$ cat config.mk
export PLATFORM = sky130hd
export DESIGN_NAME = lu_cmd_sequencer
export DESIGN_NICKNAME = d
export VERILOG_FILES = /design/src/rtl/lu_pkg.sv /design/src/rtl/lu_golden.sv /design/src/rtl/lu_cmd_sequencer.sv
export SDC_FILE = /design/constraint.sdc
export NUM_CORES = 1
export LEC_CHECK = 0
export BUFFER_PORTS_ARGS = -buffer_cell sky130_fd_sc_hd__buf_2
export CAP_MARGIN = 5
export CELL_PAD_IN_SITES_DETAIL_PLACEMENT = 2
export CELL_PAD_IN_SITES_GLOBAL_PLACEMENT = 2
export CORE_ASPECT_RATIO = 1.4
export CORE_MARGIN = 8
export CORE_UTILIZATION = 36
export DETAILED_ROUTE_END_ITERATION = 16
export GPL_ROUTABILITY_DRIVEN = 0
export GPL_TIMING_DRIVEN = 0
export PLACE_DENSITY_LB_ADDON = 0.1
export SETUP_SLACK_MARGIN = 0.5
export SKIP_LAST_GASP = 1
export SLEW_MARGIN = 5
export SYNTH_ARGS = -nofsm -noshare
export SYNTH_HDL_FRONTEND = slang
export SYNTH_SLANG_ARGS = --single-unit
$ cat constraint.sdc
create_clock -name clk -period 3.35 [get_ports clk]
set_clock_uncertainty 0.1 [all_clocks]
set_input_delay 0.67 -clock clk [delete_from_list [all_inputs] [get_ports clk]]
set_output_delay 0.67 -clock clk [all_outputs]
set_load 0.02 [all_outputs]
$ cat src/rtl/lu_pkg.sv
// Shared definitions for the 2-bit logic unit, its sequencer and their benches.
package lu_pkg;

  // Opcode map for {i1,i0}
  localparam logic [1:0] OP_AND  = 2'b00;
  localparam logic [1:0] OP_XNOR = 2'b01;
  localparam logic [1:0] OP_OR   = 2'b10;
  localparam logic [1:0] OP_NOTA = 2'b11;

  // Sequencer state encoding
  localparam logic [2:0] ST_LD_A   = 3'd0;
  localparam logic [2:0] ST_LD_B   = 3'd1;
  localparam logic [2:0] ST_LD_OP  = 3'd2;
  localparam logic [2:0] ST_ISSUE  = 3'd3;
  localparam logic [2:0] ST_RESULT = 3'd4;

endpackage

$ cat src/rtl/lu_golden.sv
// Combinational golden model of the 2-bit logic unit.
module lu_golden
  import lu_pkg::*;
(
  input  logic [1:0] a_i,
  input  logic [1:0] b_i,
  input  logic [1:0] op_i,
  output logic [1:0] f_o
);

  // Bitwise function selected by the opcode; NOT-A ignores b
  always_comb begin
    f_o = 2'b00;
    case (op_i)
      OP_AND:  f_o = a_i & b_i;
      OP_OR:   f_o = a_i | b_i;
      OP_XNOR: f_o = ~(a_i ^ b_i);
      default: f_o = ~a_i;
    endcase
  end

endmodule

$ cat src/rtl/lu_cmd_sequencer.sv
// Collects A, B and opcode words, issues them to the logic unit, captures its
// result and hands it off with a golden-model mismatch flag and an op counter.
//
// state     | meaning
// ----------+-----------------------------------------------------------
// ST_LD_A   | waiting for operand A word
// ST_LD_B   | waiting for operand B word
// ST_LD_OP  | waiting for opcode word; acceptance loads the unit drivers
// ST_ISSUE  | a/b/i held on the unit, wait-counter running, then sample f
// ST_RESULT | result presented on out_*, waiting for out_ready
module lu_cmd_sequencer
  import lu_pkg::*;
#(
  parameter int unsigned CNT_W    = 4,
  parameter int unsigned ISSUE_WS = 1
) (
  input  logic             clk,
  input  logic             rst_n,
  input  logic             in_valid,
  output logic             in_ready,
  input  logic [1:0]       in_data,
  output logic [1:0]       lu_a,
  output logic [1:0]       lu_b,
  output logic             lu_i0,
  output logic             lu_i1,
  input  logic [1:0]       lu_f,
  output logic             out_valid,
  input  logic             out_ready,
  output logic [1:0]       out_f,
  output logic             out_err,
  output logic [CNT_W-1:0] op_count
);

  localparam int unsigned WS_W = (ISSUE_WS < 2) ? 1 : $clog2(ISSUE_WS + 1);

  logic [2:0]       state_q;
  logic [1:0]       a_q;
  logic [1:0]       b_q;
  logic [1:0]       lu_a_q;
  logic [1:0]       lu_b_q;
  logic [1:0]       lu_i_q;
  logic [WS_W-1:0]  wait_q;
  logic [1:0]       out_f_q;
  logic             out_err_q;
  logic [CNT_W-1:0] op_count_q;
  logic [1:0]       gold_f;

  // The golden model looks at exactly what is driven onto the unit
  lu_golden u_golden (
    .a_i  (lu_a_q),
    .b_i  (lu_b_q),
    .op_i (lu_i_q),
    .f_o  (gold_f)
  );

  // FSM, operand/driver registers, wait down-counter, result capture and op counter.
  // The unit drivers are loaded on opcode acceptance so they are stable for the
  // whole ISSUE state; ISSUE then spends one settle cycle plus ISSUE_WS hold
  // cycles before f is sampled at the wait-counter terminal count.
  always_ff @(posedge clk or negedge rst_n) begin
    if (!rst_n) begin
      state_q    <= ST_LD_A;
      a_q        <= '0;
      b_q        <= '0;
      lu_a_q     <= '0;
      lu_b_q     <= '0;
      lu_i_q     <= '0;
      wait_q     <= '0;
      out_f_q    <= '0;
      out_err_q  <= 1'b0;
      op_count_q <= '0;
    end else begin
      case (state_q)
        ST_LD_A: begin
          if (in_valid) begin
            a_q     <= in_data;
            state_q <= ST_LD_B;
          end
        end
        ST_LD_B: begin
          if (in_valid) begin
            b_q     <= in_data;
            state_q <= ST_LD_OP;
          end
        end
        ST_LD_OP: begin
          if (in_valid) begin
            lu_a_q  <= a_q;
            lu_b_q  <= b_q;
            lu_i_q  <= in_data;
            wait_q  <= WS_W'(ISSUE_WS);
            state_q <= ST_ISSUE;
          end
        end
        ST_ISSUE: begin
          if (wait_q == '0) begin
            out_f_q   <= lu_f;
            out_err_q <= (lu_f != gold_f);
            state_q   <= ST_RESULT;
          end else begin
            wait_q <= wait_q - 1'b1;
          end
        end
        ST_RESULT: begin
          if (out_ready) begin
            op_count_q <= op_count_q + 1'b1;
            state_q    <= ST_LD_A;
          end
        end
        default: state_q <= ST_LD_A;
      endcase
    end
  end

  assign in_ready  = (state_q == ST_LD_A) || (state_q == ST_LD_B) || (state_q == ST_LD_OP);
  assign out_valid = (state_q == ST_RESULT);
  assign lu_a      = lu_a_q;
  assign lu_b      = lu_b_q;
  assign lu_i0     = lu_i_q[0];
  assign lu_i1     = lu_i_q[1];
  assign out_f     = out_f_q;
  assign out_err   = out_err_q;
  assign op_count  = op_count_q;

endmodule

==> impl_metrics.py, run 1 <==
metrics = {
    "yosys": {
        "cell_type_with_the_highest_aggregate_area_in_the_netlist": "sky130_fd_sc_hd__dfrtp_1",
        "postSynthAreaPerCell_um2": 11.73,
        "ys_ff_latch": 21,
        "synth.net_count": 99,
        "synth_cell_type_count": 22,
        "syn-cell-area_um2": 1008,
        "synth_top_cell_area_share_pct": 52.11,
        "syn_inst": 86,
        "yosysWarnings": 0,
        "synth.yosys.seq_area_share_pct": 52.11,
        "synth.area.top_cells": "sky130_fd_sc_hd__dfrtp_1, sky130_fd_sc_hd__mux2_2, sky130_fd_sc_hd__ha_1, sky130_fd_sc_hd__mux4_2, sky130_fd_sc_hd__o21ai_0",
    },
    "pwr": {
        "net-switching-power_uw": 484.1,
        "p_clk_share_pct": 10.5,
        "power_density_nw_per_um2": 977.3,
        "power.total_uw": 1163,
        "power_switching_share_pct": 41.63,
        "peakVddDrop_v": 0.0004317,
        "cell_internal_pwr_uw": 678.8,
        "power_frac_comb_pct": 48.9,
        "seq_power_share_pct": 40.6,
        "leakage_uw": 0.0005856,
    },
    "status": {
        "outcome": "completed",
    },
    "timing": {
        "report.final.slew_viol_count": 0,
        "timing.final.setup_violations": 0,
        "final.min_clock_period_ns": 2.069,
        "slew-limit-headroom_pct": 67.47,
        "layout_worst_path_cycle_share_pct": 61.75,
        "worst_pin_slew_ns": 0.4879,
        "rsz0062_at_grt": "false",
        "fmaxAchievable_ghz": 0.4834,
        "finalSetupTns_ns": 0,
        "final_hold_viol_count": 0,
    },
    "layout": {
        "final_nets": 126,
        "layout_common_cells": "sky130_fd_sc_hd__buf_2, sky130_fd_sc_hd__dfrtp_1, sky130_fd_sc_hd__inv_1",
        "filler_cell_count": 310,
        "drive_above_1_share_pct": 34.82,
        "seq_area_um2": 525.5,
        "multiInputGateArea_um2": 436.7,
        "signed_area_change_from_the_synthesized_netlist_to_the_final_layout_pct": 17.99,
        "final_common_cell": "sky130_fd_sc_hd__buf_2",
        "diodes": 0,
    },
    "worst_setup_path": {
        "crit_chain": "buf_2 > nor2_1 > nand2_1 > inv_1 > buf_2",
        "setup.worst_path.class": "register to primary output",
        "worst_setup_path_end_kind": "primary output",
        "cp_data_required_time_ns": 2.58,
        "cp_data_arrival_time_ns": 1.30,
        "crit_fanout": 9,
        "largest_stage_delay_on_the_critical_path_ns": 0.37,
        "critPathMostFrequentCell": "sky130_fd_sc_hd__buf_2",
        "crit_path_top_delay_cell": "sky130_fd_sc_hd__dfrtp_1",
        "worstSetupStartpointType": "register",
    },
    "clock_tree": {
        "tritoncts": "done",
        "cts_resized": 0,
        "ctsRootBufferMaster": "sky130_fd_sc_hd__clkbuf_4",
        "cts_inserted_buffers": 3,
        "cts-root-to-sink-buffers": 2,
        "clk_transition_reported_paths_ns": 0.12,
        "clock_tree.htree_level_count": 1,
        "clock_insertion_delay_worst_skew_ns": 0.30,
        "clock_sink_count": 21,
        "cts_hold_buffers": 0,
        "post_cts.repair.setup_buffers": 0,
    },
    "route": {
        "dr.first_iter.drc_count": 14,
        "firstDrtPassIters": 2,
        "viasPerCell": 4.845,
        "ant_nets": 0,
        "drc": 0,
        "routed_wire_length_per_instance_um": 15.89,
        "finalWirelength_um": 2351,
        "routed-via-count": 717,
    },
    "die": {
        "initial_utilization_pct": 38.16,
        "ioPinCount": 23,
        "die_area_um2": 4775,
        "core.rowCount": 22,
        "die_x_um": 60.73,
        "dieHeight_um": 78.63,
        "floorplan.core_area_um2": 2643,
    },
    "global_routing": {
        "grt_first_pass_wirelength_um": 3974,
        "grt_overflow_total": 0,
        "vias_in_the_first_global_route": 847,
        "antenna_found_initial": 0,
        "global_route.usage.total_pct": 10.81,
        "grt_max_degree": 22,
    },
    "run": {
        "drv.max_cap_violation_count": 0,
    },
    "hold_path": {
        "class_of_the_most_critical_hold_timing_path": "primary input to async pin",
    },
    "placed_design": {
        "buffer_ports.inserted": 22,
        "post-dp-hpwl_um": 1866,
    },
}
==> cells in the mapped netlist (all sizes together) <==
cell type / count
dfrtp: 21
xnor2: 4
mux2: 9
nand3: 1
nor2b: 1
and3: 2
inv: 8
nor3: 1
mux4: 2
xor2: 1
ha: 5
nand4: 1
a21oi: 5
buf: 2
o21ai: 8
nand3b: 2
nand2b: 2
nand2: 7
nor2: 4
==> layout make-up <==
class	instances	share of cell area [%]
well taps	36	3.785
repair buffers	22	9.253
clock buffers	4	2.208
plain buffers	2	1.367
multi-input cells	55	36.70
flip-flops and latches	21	44.16
inverters	8	2.524
==> power groups by stage <==
stage                     clock, µW  combinational (µW)  sequential, µW
after floorplan                   0                 324             538
after global placement            0                 544             472
after detailed placement          0                 584             481
after CTS                       127                 587             475
after global routing            138                 635             494
final                           122                 569             472
==> worst paths after layout <==
kind                                  start          end  slack [ns]  cells after the start
worst max-delay path             state_q[0]    out_valid        1.28                      5
worst max register to register      lu_a[0]      out_err        1.52                      6
max in group asynchronous             rst_n     out_f[1]        2.61                      1
worst min-delay path                  rst_n      lu_a[1]        0.22                      1
min in group clk                op_count[3]  op_count[3]        0.37                      1
worst min register to register  op_count[3]  op_count[3]        0.37                      1
==> flip-flops by register name (all words and copies together), names as in the netlist <==
register	count
op_count	4
a_q	2
out_f	2
lu_b	2
b_q	2
out_err	1
wait_q	1
state_q	3
lu_i_q	2
lu_a	2
==> cell families (layout without fill, tap and decap cells) <==
kind of cell / after synthesis / count (layout) / share of synthesized area (%)
AO/OA/AOI/OAI: 13 / 13 / 6.450
XOR/XNOR: 5 / 5 / 4.342
adder cells (fa/ha/maj): 5 / 5 / 6.203
buffers and inverters: 10 / 36 / 4.590
flip-flops: 21 / 21 / 52.11
multiplexers: 11 / 11 / 15.26
AND/OR/NAND/NOR: 21 / 21 / 11.04
==> worst max-delay path: cells and delay by family (launching register included) <==
kind                   cells  cell delay (ns)
and+or+nand+nor            2             0.23
DFF                        1             0.37
buffers and inverters      3             0.40
==> metal layers <==
| layer | wire (µm) | track usage [%] | vias up |
|---|---|---|---|
| met3 | 144 | 1.958 | 2 |
| li1 | - | - | 340 |
| met2 | 1276 | 19.00 | 14 |
| met5 | 0 | 0 | - |
| met1 | 916 | 12.20 | 361 |
| met4 | 12 | 4.215 | 0 |
==> per-stage QoR <==
step           util, %  std cells  hold slack [ns]  setup slack (ns)  cell area (µm²)
2_1_floorplan        -         86           0.2744             1.575             1008
3_3_place_gp     44.03        144           0.3546             1.606             1164
3_5_place_dp     44.03        144           0.3645             1.512             1164
4_1_cts          45.03        148           0.2177             1.261             1190
5_1_grt          45.03        148           0.2329             1.145             1190
6_report         45.03        148           0.2152             1.281             1190
Note: power is estimated with default switching activity, not from simulation.
==> run 2, diff against run 1 <==
CORE_UTILIZATION = 30   (was 36)
clock period = 1.8 ns   (was 3.35 ns; I/O delays follow)
==> run 2 against run 1 <==
Effect of this change: final area up 44%; sequential cell count unchanged; first-iteration DRC count down 79%; count of clock-buffer cells in the layout unchanged; register-to-register slack worse by 1.4 ns; largest cell class is now multi-input gates; sequential share of layout area down 13 points; critical path depth up 1; core utilization up 7.2 points; sequential power up 97%; total power rose to 2.8 times the previous value.
==> impl_metrics.py, run 2 (synthesis gave the netlist of run 1 again) <==
metrics = {
    "timing": {
        "final_hold_viol_count": 0,
        "layout_worst_path_cycle_share_pct": 95.69,
        "slew-limit-headroom_pct": 65.85,
        "fmaxAchievable_ghz": 0.5806,
        "layout_setup_ws_ns": 0.07763,
        "report.final.slew_viol_count": 0,
        "finalSetupTns_ns": 0,
        "worst_pin_slew_ns": 0.5122,
        "timing.final.setup_violations": 0,
        "final.min_clock_period_ns": 1.722,
        "rsz0062_at_grt": "true",
    },
    "global_routing": {
        "vias_in_the_first_global_route": 1009,
        "grt_max_degree": 22,
        "grt_first_pass_wirelength_um": 4988,
        "grt_overflow_total": 0,
        "global_route.usage.total_pct": 11.37,
        "antenna_found_initial": 0,
    },
    "clock_tree": {
        "cts_inserted_buffers": 3,
        "tritoncts": "done",
        "clock_sink_count": 21,
        "ctsRootBufferMaster": "sky130_fd_sc_hd__clkbuf_8",
        "clk_transition_reported_paths_ns": 0.08,
        "clock_tree.htree_level_count": 1,
        "cts-root-to-sink-buffers": 2,
        "clock_insertion_delay_worst_skew_ns": 0.25,
    },
    "run": {
        "drv.max_cap_violation_count": 0,
    },
    "route": {
        "routed_wire_length_per_instance_um": 17.15,
        "firstDrtPassIters": 2,
        "ant_nets": 0,
        "drc": 0,
        "viasPerCell": 4.626,
        "dr.first_iter.drc_count": 3,
        "routed-via-count": 842,
        "finalWirelength_um": 3121,
    },
    "die": {
        "die_x_um": 65,
        "die_area_um2": 5499,
        "floorplan.core_area_um2": 3284,
        "dieHeight_um": 84.60,
        "ioPinCount": 23,
        "initial_utilization_pct": 30.70,
        "core.rowCount": 25,
    },
    "hold_path": {
        "hold_end": "state_q[2]",
        "whs_path_depth": 2,
        "timing.hold.worst.start": "out_ready",
        "class_of_the_most_critical_hold_timing_path": "primary input to register",
    },
    "layout": {
        "final_cells": 182,
        "diodes": 0,
        "drive_above_1_share_pct": 71.13,
        "layout_common_cells": "sky130_fd_sc_hd__buf_6, sky130_fd_sc_hd__buf_4, sky130_fd_sc_hd__dfrtp_1",
        "fin_area_um2": 1714,
        "final_common_cell": "sky130_fd_sc_hd__buf_6",
        "filler_cell_count": 337,
        "largest_register_ff_count": 4,
        "signed_area_change_from_the_synthesized_netlist_to_the_final_layout_pct": 69.97,
        "final_nets": 156,
    },
    "placed_design": {
        "post-dp-hpwl_um": 1900,
        "numPlacedInstances": 148,
        "buffer_ports.inserted": 22,
        "pre_cts_slack_ns": 0.01918,
        "detailed_place.area_um2": 1202,
    },
    "worst_setup_path": {
        "cp_data_required_time_ns": 1.85,
        "crit_fanout": 2,
        "reg2reg_depth": 6,
        "worst_setup_path_end_kind": "register",
        "setup.worst_path.class": "register to register",
        "timing.rr.end": "out_err",
        "worstSetupStartpointType": "register",
        "regToRegSetupSlack_ns": 0.08,
        "worst_r2r_startpoint": "lu_b[1]",
        "cp_data_arrival_time_ns": 1.77,
    },
    "pwr": {
        "leakage_uw": 0.0008175,
        "power_density_nw_per_um2": 1886,
        "peakVddDrop_v": 0.0007824,
        "power.total_uw": 3233,
    },
    "status": {
        "outcome": "completed",
    },
}
-- run 2: cell types whose count changed in the layout (fill, tap and decap cells not counted), moves of 8 or more --
cell / delta
sky130_fd_sc_hd__buf_4: +18
sky130_fd_sc_hd__dfrtp_1: -8
sky130_fd_sc_hd__dfrtp_2: +8
sky130_fd_sc_hd__buf_6: +21
sky130_fd_sc_hd__buf_2: -11
-- run 2: final cells by class --
class	count	area [µm²]	area share, %
multi-input combinational	55	580.6	33.87
sequential	21	535.5	31.24
timing repair buffer	52	445.4	25.99
tap	40	50.05	2.920
clock buffer	4	45.04	2.628
inverter	8	35.03	2.044
buffer	2	22.52	1.314
-- run 2: where the power goes --
group	switching (µW)	internal, µW
Sequential	226	703
Combinational	837	1160
Clock	149	157
Total	1210	2020
-- run 2: stage by stage --
step,util (%),hold WS (ns)
detailed placement,36.61,0.2620
finish,52.19,0.1856
CTS,47.89,0.2107
floorplan,-,-0.03559
global route,52.19,0.1832
global placement,36.61,0.2508
-- run 2: critical path, cell delays in order (launching register included) --
cell	delay, ns
sky130_fd_sc_hd__dfrtp_2	0.42
sky130_fd_sc_hd__inv_2	0.08
sky130_fd_sc_hd__ha_4	0.20
sky130_fd_sc_hd__mux4_2	0.49
sky130_fd_sc_hd__xnor2_2	0.15
sky130_fd_sc_hd__nor2_1	0.09
sky130_fd_sc_hd__o21ai_1	0.08
-- run 2: routing by layer --
metal | part of all wire (%) | up-vias | GRT usage, %
met2 | 58 | 13 | 22.14
met4 | 0.61 | 0 | 4.183
met1 | 37 | 425 | 11.03
met5 | 0 | - | 0
li1 | - | 402 | -
met3 | 4.7 | 2 | 2.397
-- run 2: worst max path at each step --
stage | start | endpoint | cells after the start
2_1_floorplan | lu_a[1] | out_err | 6
6_report | lu_b[1] | out_err | 6
4_1_cts | lu_b[1] | out_err | 6
5_1_grt | lu_b[1] | out_err | 6
3_5_place_dp | lu_a[1] | out_err | 6
3_3_place_gp | lu_a[1] | out_err | 6
-- run 2: what timing repair did --
| item | in CTS | in global routing |
|---|---|---|
| setup endpoints to repair | 27 | 28 |
| resized for setup | 45 | 29 |
| buffers inserted | 22 | 7 |
| hold buffers | 1 | 0 |
| pin swaps | 8 | 10 |
| endpoints found under the hold margin | 21 | 0 |
==> run 3, diff against run 2 <==
SETUP_SLACK_MARGIN = unset   (was 0.5)
==> run 3 against run 2 <==
Effect of this change: clock power fell by 2%; die area did not move; first-iteration DRC count rose by 100%; non-clock buffer count fell by 22; largest power group unchanged; global-route usage fell by 2.8 points; via count fell by 10%; sequential share of layout area rose by 9.3 points; total power fell by 27%; wire length fell by 25%; final cell count fell by 12%.
==> impl_metrics.py, run 3 (synthesis gave the netlist of run 1 again) <==
metrics = {
    "route": {
        "routed.top_layer": "met4",
        "viasPerCell": 4.725,
        "dr.first_iter.drc_count": 6,
        "routed_wire_length_per_instance_um": 14.58,
        "firstDrtPassIters": 3,
        "detailroute.wirelength.met2_um": 1344,
        "finalWirelength_um": 2333,
        "routed-via-count": 756,
        "ant_nets": 0,
        "wirelength_met1_um": 893,
        "met3_wirelength_um": 76,
        "drc": 0,
    },
    "timing": {
        "rsz0062_at_grt": "true",
        "timing.final.setup_violations": 0,
        "layout_worst_path_cycle_share_pct": 95.99,
        "fmaxAchievable_ghz": 0.5788,
        "worst_pin_slew_ns": 0.4798,
        "final_hold_viol_count": 0,
        "final.hold.worst_slack_ns": 0.2100,
        "slew-limit-headroom_pct": 68.01,
        "report.final.slew_viol_count": 0,
        "final.min_clock_period_ns": 1.728,
    },
    "worst_setup_path": {
        "reg2reg_depth": 6,
        "setup.worst_path.class": "register to register",
        "timing.rr.end": "out_err",
        "crit_fanout": 3,
        "cp_data_required_time_ns": 1.83,
        "cp_data_arrival_time_ns": 1.76,
        "worst_r2r_startpoint": "lu_a[0]",
        "crit_path_top_delay_cell": "sky130_fd_sc_hd__mux4_2",
        "cp_top_family": "multiplexers",
        "regToRegSetupSlack_ns": 0.07,
        "worstSetupStartpointType": "register",
        "critPathBufInv": 1,
        "worst_setup_path_end_kind": "register",
        "largest_stage_delay_on_the_critical_path_ns": 0.49,
        "crit_chain": "inv_2 > ha_4 > mux4_2 > xnor2_2 > nor2_1 > o21ai_1",
    },
    "clock_tree": {
        "clock_insertion_delay_worst_skew_ns": 0.25,
        "clock_tree.htree_level_count": 1,
        "cts_inserted_buffers": 3,
        "clock_sink_count": 21,
        "cts-root-to-sink-buffers": 2,
        "ctsRootBufferMaster": "sky130_fd_sc_hd__clkbuf_8",
        "tritoncts": "done",
        "clk_transition_reported_paths_ns": 0.07,
    },
    "layout": {
        "multiInputGateArea_um2": 456.7,
        "drive_above_1_share_pct": 41.67,
        "final_nets": 134,
        "largest_register_ff_count": 4,
        "filler_cell_count": 381,
        "seq_area_um2": 525.5,
        "final_cells": 160,
        "signed_area_change_from_the_synthesized_netlist_to_the_final_layout_pct": 28.54,
        "final_common_cell": "sky130_fd_sc_hd__buf_2",
        "diodes": 0,
        "layout_common_cells": "sky130_fd_sc_hd__buf_2, sky130_fd_sc_hd__dfrtp_1",
    },
    "hold_path": {
        "hold_end": "state_q[2]",
        "timing.hold.worst.start": "out_ready",
        "class_of_the_most_critical_hold_timing_path": "primary input to register",
        "whs_path_depth": 2,
    },
    "status": {
        "outcome": "completed",
    },
    "die": {
        "floorplan.core_area_um2": 3284,
        "core.rowCount": 25,
        "dieHeight_um": 84.60,
        "ioPinCount": 23,
        "die_x_um": 65,
        "initial_utilization_pct": 30.70,
        "die_area_um2": 5499,
    },
    "run": {
        "drv.max_cap_violation_count": 0,
    },
    "pwr": {
        "peakVddDrop_v": 0.0006102,
        "leakage_uw": 0.0006364,
        "power_density_nw_per_um2": 1823,
    },
    "global_routing": {
        "grt_first_pass_wirelength_um": 3801,
        "global_route.usage.total_pct": 8.553,
        "grt_overflow_total": 0,
        "antenna_found_initial": 0,
        "grt_max_degree": 22,
        "vias_in_the_first_global_route": 840,
    },
    "placed_design": {
        "post-dp-hpwl_um": 1770,
        "numPlacedInstances": 148,
        "buffer_ports.inserted": 22,
    },
}
-- run 3: cell types whose count changed in the layout (fill, tap and decap cells not counted), moves of 4 or more --
cell | previous run | this run
sky130_fd_sc_hd__buf_6 | 22 | 1
sky130_fd_sc_hd__buf_2 | 12 | 23
sky130_fd_sc_hd__buf_4 | 18 | 7
sky130_fd_sc_hd__dfrtp_1 | 13 | 21
sky130_fd_sc_hd__dfrtp_2 | 8 | 0
sky130_fd_sc_hd__mux2_2 | 0 | 7
sky130_fd_sc_hd__mux2_4 | 9 | 2
sky130_fd_sc_hd__o21ai_0 | 1 | 7
sky130_fd_sc_hd__inv_1 | 2 | 6
sky130_fd_sc_hd__nand2_1 | 3 | 7
-- run 3: area by class of cell --
| type | instances | share of cell area (%) |
|---|---|---|
| flip-flops and latches | 21 | 40.54 |
| multi-input cells | 55 | 35.23 |
| repair buffers | 30 | 13.32 |
| well taps | 40 | 3.861 |
| clock buffers | 4 | 3.475 |
| inverters | 8 | 2.317 |
| plain buffers | 2 | 1.255 |
-- run 3: routing by layer --
metal / up-vias / GRT usage [%]
li1: 360 / -
met1: 384 / 8.294
met2: 10 / 16.42
met3: 2 / 2.264
met4: 0 / 2.988
met5: - / 0
-- run 3: stage by stage --
stage	worst slack, ns	TNS [ns]	utilization, %	total power (µW)	area (µm²)
final	0.07219	0	39.47	2363	1296
after global routing	-0.02262	-0.02262	39.47	2561	1296
after CTS	0.004536	0	37.26	2259	1224
after detailed placement	0.02309	0	35.58	1949	1169
after global placement	0.02183	0	35.58	1906	1169
after floorplan	0.02493	0	-	1604	1008
-- run 3: how the worst max path moves through the flow --
| stage | startpoint | to | slack (ns) | cells after the start |
|---|---|---|---|---|
| floorplan | lu_a[1] | out_err | 0.02 | 6 |
| global placement | lu_a[1] | out_err | 0.02 | 6 |
| detailed placement | lu_a[1] | out_err | 0.02 | 6 |
| CTS | lu_a[1] | out_err | 0.005 | 6 |
| global route | lu_a[0] | out_err | -0.02 | 7 |
| finish | lu_a[0] | out_err | 0.07 | 6 |
-- run 3: power breakdown --
group	internal, µW	switching, µW	leakage (µW)
logic	599	602	0.000355
clock network	157	142	0.0000228
registers	686	178	0.000259
-- run 3: timing repair --
action	CTS	global route
resized for setup	0	4
hold buffers	1	0
endpoints found under the setup margin	0	1
hold endpoints to repair	21	0
buffers inserted	0	7
